**config.mk**
```make
export PLATFORM = sky130hd
export DESIGN_NAME = slow_clk_monitor
export DESIGN_NICKNAME = d
export VERILOG_FILES = /design/src/rtl/slow_clk_monitor.sv
export SDC_FILE = /design/constraint.sdc
export NUM_CORES = 1
export LEC_CHECK = 0
export CAP_MARGIN = 20
export CORE_MARGIN = 2
export CORE_UTILIZATION = 41
export CTS_BUF_LIST = sky130_fd_sc_hd__clkbuf_8 sky130_fd_sc_hd__clkbuf_16
export DETAILED_ROUTE_END_ITERATION = 10
export DONT_BUFFER_PORTS = 1
export PLACE_DENSITY = 0.67
export SYNTH_ARGS = -nofsm -noshare
export SYNTH_HDL_FRONTEND = slang
export SYNTH_SLANG_ARGS = --single-unit
```
**constraint.sdc**
```tcl
create_clock -name clk -period 12.6 [get_ports clk]
set_clock_uncertainty 0.2 [all_clocks]
set_input_delay 1.89 -clock clk [delete_from_list [all_inputs] [get_ports clk]]
set_output_delay 1.89 -clock clk [all_outputs]
set_load 0.02 [all_outputs]
```
**src/rtl/slow_clk_monitor.sv**
```systemverilog
// slow_clk_monitor: edge strobes, period measurement and lock status
// for a slow divided clock. Build macro: SLOW_CLK_MON_SYNC3_EN.
module slow_clk_monitor #(
  parameter logic [31:0] EXPECT_PERIOD = 32'd400_000_002,
  parameter logic [31:0] TOL           = 32'd16,
  parameter logic [31:0] TIMEOUT       = 32'd800_000_004
) (
  input  logic        clk,
  input  logic        rst,
  input  logic        clk_in,
  output logic        rise,
  output logic        fall,
  output logic [31:0] period,
  output logic        period_valid,
  output logic        locked,
  output logic        timeout,
  output logic [15:0] edge_cnt
);

  typedef enum logic [1:0] {
    IDLE,
    ACQ,
    LOCKED,
    LOST
  } state_t;

  state_t      state;
  state_t      state_n;
  logic        last;
  logic        p;
  logic        rise_ev;
  logic        fall_ev;
  logic [31:0] cnt;
  logic [32:0] meas;
  logic [32:0] expv;
  logic [32:0] diff;
  logic        in_tol;
  logic        tmo_hit;
  logic        capture;

`ifdef SLOW_CLK_MON_SYNC3_EN
  logic [2:0] sync;

  // three-stage synchronizer for an asynchronous clk_in
  always_ff @(posedge clk) begin
    if (rst) sync <= '0;
    else     sync <= {sync[1:0], clk_in};
  end

  assign last = sync[2];
`else
  logic sync;

  // single sample stage for a clk_in generated from clk
  always_ff @(posedge clk) begin
    if (rst) sync <= 1'b0;
    else     sync <= clk_in;
  end

  assign last = sync;
`endif

  assign rise_ev = last & ~p;
  assign fall_ev = ~last & p;

  // measured period; the extra bit keeps the tolerance test wrap-free
  assign meas = {1'b0, cnt} + 33'd1;
  assign expv = {1'b0, EXPECT_PERIOD};
  assign diff = (meas >= expv) ? (meas - expv) : (expv - meas);

  assign in_tol  = (diff <= {1'b0, TOL});
  assign tmo_hit = (cnt == (TIMEOUT - 32'd1));
  assign capture = rise_ev & ((state == ACQ) | (state == LOCKED));

  // state register
  always_ff @(posedge clk) begin
    if (rst) state <= IDLE;
    else     state <= state_n;
  end

  // next-state logic; a rise on the timeout cycle wins over LOST
  always_comb begin
    state_n = state;
    unique case (state)
      IDLE: begin
        if (rise_ev)      state_n = ACQ;
        else if (tmo_hit) state_n = LOST;
      end
      ACQ, LOCKED: begin
        if (rise_ev)      state_n = in_tol ? LOCKED : ACQ;
        else if (tmo_hit) state_n = LOST;
      end
      LOST: begin
        if (rise_ev)      state_n = ACQ;
      end
      default: state_n = IDLE;
    endcase
  end

  // edge detect, cycle counter, period capture and edge counter
  always_ff @(posedge clk) begin
    if (rst) begin
      p            <= 1'b0;
      rise         <= 1'b0;
      fall         <= 1'b0;
      cnt          <= '0;
      period       <= '0;
      period_valid <= 1'b0;
      edge_cnt     <= '0;
    end else begin
      p            <= last;
      rise         <= rise_ev;
      fall         <= fall_ev;
      period_valid <= capture;
      if (rise_ev)
        cnt <= '0;
      else if (cnt != 32'hFFFF_FFFF)
        cnt <= cnt + 32'd1;
      if (capture)
        period <= meas[32] ? 32'hFFFF_FFFF : meas[31:0];
      if (rise_ev)
        edge_cnt <= edge_cnt + 16'd1;
    end
  end

  assign locked  = (state == LOCKED);
  assign timeout = (state == LOST);

endmodule

```
==> results.cfg <==
[cts]
clock_latency_ns = 0.36
cts-root-buf = clkbuf_16
ctsResizeCount = 0
cts_tree = yes
post_cts_buffers = 0
h-tree-depth = 3
clock-sinks = 87
clk_pin_slew_ns = 0.07
clockBufferDepth = 2
cts_buffers = 9
ctsHoldBuffers = 0

[grt]
antenna_found_initial = 0
grt_pass1_vias = 5041
grt_pass1_wl_mm = 28.1
gr-usage-met2_pct = 38.0
grt_max_degree = 62
grt_usage_pct = 24.1
use_met3_pct = 5.11
grt_overflow = 0
grtUsageMet1_pct = 32.5
busiest_layer = met2

[min_path]
holdCritPathClass = reg -> reg
holdCritStartpoint = last
hold_path_end = fall
holdPathStages = 1

[logic_synthesis]
syn_avg_cell_area_um2 = 7.81
synthArstFlopShare_pct = 0
synth_common_cells = 105 x nor2_1, 87 x dfxtp_1, 48 x nand2_1, 43 x a21oi_1, 35 x xnor2_1
ys_types = 78
yosysTopAreaCell = dfxtp_1
yosys_most_used_dff = dfxtp_1
synth.area.top_cells = dfxtp_1 30%, nor2_1 6.8%, xnor2_1 5.3%, a21oi_1 3.7%, a311oi_1 3.6%
syn-num-nets = 753
synth_seq_cells = 87
ys_warn_count = 0
ys_seq_area_share_pct = 30.2
synth_edf_count = 0
synthCells = 738
synth_area_um2 = 5760
synth_top_area_share_pct = 30.2
yosysMostFrequentCell = nor2_1

[power_and_ir_drop]
p_sw_mw = 0.156
p_int_mw = 0.439
p_seq_share_pct = 49.2
netSwitchingFraction_pct = 26.2
p_clk_share_pct = 44.2
p_per_area_nw_per_um2 = 97.1
irDropWorstVdd_uv = 74.3
power.leakage_nw = 1.95
combPwrFrac_pct = 6.6

[route]
viasPerCell = 6.30
wl_per_cell_um = 20.0
ant_nets = 0
wl_mm = 17.8
first_pass_iters = 5
vias = 5612
route.detailed.drc = 0
drtIter0Drc = 477

[final_layout]
area_growth_syn_to_layout_pct = 6.23
final_cells = 891
fill_cells = 1405
drive_gt1_share_pct = 7.17
fin_util_pct = 44.3
n_antenna_cell = 0
nets = 721

[critical_path]
required_ns = 12.70
critPathArrivalTime_ns = 5.21
r2r_start = cnt[0]
reg2reg_slack_ns = 7.49
timing.rr.end = state[1]
reg2reg_depth = 13
start_kind = register
end_kind = register
path_max_fanout = 11
critPathKind = reg -> reg

[placement]
port_buffers = 0
place_hpwl_mm = 13.3
dp_cells = 874
gp_congestion = 0.947

[floorplan]
core-area_um2 = 13800
die-area_um2 = 15000
initial_core_util_pct = 41.7
die_y_um = 123
num_rows = 43
io_pins = 56
die_w_um = 123

[timing]
rsz0062_at_grt = false
fin_setup_tns_ns = 0
drv_slew = 0
relSlewSlack_pct = 27.6
timing_hold_violations_final = 0
setup_viol = 0
max_freq_mhz = 196
worst_slew_pin_slew_ns = 1.08
period_share_pct = 40.6
fin_crit_ns = 5.11

[status]
status = finished, final reports clean

[run]
cap_viol_max_count = 0
metal layers:
| layer | vias up | wire length [µm] |
|---|---|---|
| li1 | 2666 | - |
| met2 | 214 | 8160 |
| met5 | - | 0 |
| met3 | 34 | 1270 |
| met4 | 0 | 579 |
| met1 | 2698 | 7820 |
layout make-up:
class / count / area (µm²) / area share [%]
Tap cell: 180 / 225 / 3.68
Sequential cell: 87 / 1740 / 28.4
Multi-Input combinational cell: 592 / 3770 / 61.5
Timing Repair Buffer: 5 / 57.6 / 0.940
Clock buffer: 10 / 239 / 3.90
Inverter: 11 / 41.3 / 0.674
Clock inverter: 6 / 50.0 / 0.817
cell usage in the layout, fill, tap and decap left out, types with 6 or more instances in the layout:
cell type / instances
nor3_1: 25
nand2b_1: 7
nand3_1: 31
o31a_1: 6
nor2b_1: 7
clkbuf_16: 9
and2_1: 6
a311oi_1: 24
nand4_1: 18
inv_1: 11
o21ai_0: 29
dfxtp_1: 87
mux2i_1: 7
or3_1: 14
a21oi_1: 43
a31oi_1: 10
a211oi_1: 12
and3_1: 12
xor2_1: 22
xnor2_1: 35
or2_2: 7
ha_1: 12
nor2_1: 105
nor4_1: 20
nand2_1: 48
worst max-delay path by stage:
stage	startpoint	cells after the start	to	slack [ns]
floorplan	cnt[2]	13	state[1]	8.54
global placement	cnt[0]	13	state[1]	7.66
detailed placement	cnt[0]	13	state[1]	7.58
CTS	cnt[0]	13	state[1]	7.56
global route	cnt[0]	13	state[1]	7.17
finish	cnt[0]	13	state[1]	7.49
power by group through the flow:
stage / combinational (mW) / clock [mW] / sequential (mW)
2_1_floorplan: 0.0339 / 0 / 0.296
3_3_place_gp: 0.0380 / 0 / 0.299
3_5_place_dp: 0.0388 / 0 / 0.299
4_1_cts: 0.0390 / 0.268 / 0.293
5_1_grt: 0.0436 / 0.278 / 0.293
6_report: 0.0391 / 0.263 / 0.292
worst max-delay path, cell delays in order (launching register included):
cell       delay (ns)
dfxtp_1          0.57
ha_1             0.36
nand3_2          0.24
or4_4            0.58
or3_1            0.49
xor2_1           0.32
nor4_1           0.68
o21ai_0          0.28
xnor2_1          0.19
o31a_1           0.26
nor3_1           0.17
o22ai_1          0.14
a2111oi_2        0.35
a31o_1           0.20
state kept, by name, indices dropped and copies added (netlist names):
register / cells
state: 2
p: 1
rise: 1
period_valid: 1
period: 32
fall: 1
last: 1
cnt: 32
edge_cnt: 16
kinds of logic (layout without fill, tap and decap cells):
kind of cell             after synthesis  in the layout  synth area share [%]
AND/OR/NAND/NOR                      337            337                  30.7
AO/OA/AOI/OAI                        177            177                  21.7
flip-flops                            87             87                  30.2
buffers and inverters                 59             32                  4.52
XOR/XNOR                              57             57                  8.66
adder cells (fa/ha/maj)               12             12                  2.61
multiplexers                           9              9                  1.61
through the flow:
stage          hold slack [ns]  setup slack [ns]  area (µm²)  total power [mW]
6_report                 0.275              7.49        6120             0.594
3_3_place_gp             0.250              7.66        5810             0.337
4_1_cts                  0.277              7.56        6090             0.599
5_1_grt                  0.287              7.17        6120             0.615
2_1_floorplan            0.228              8.54        5760             0.330
3_5_place_dp             0.268              7.58        5810             0.338
Power figures use the tool's default switching activity.
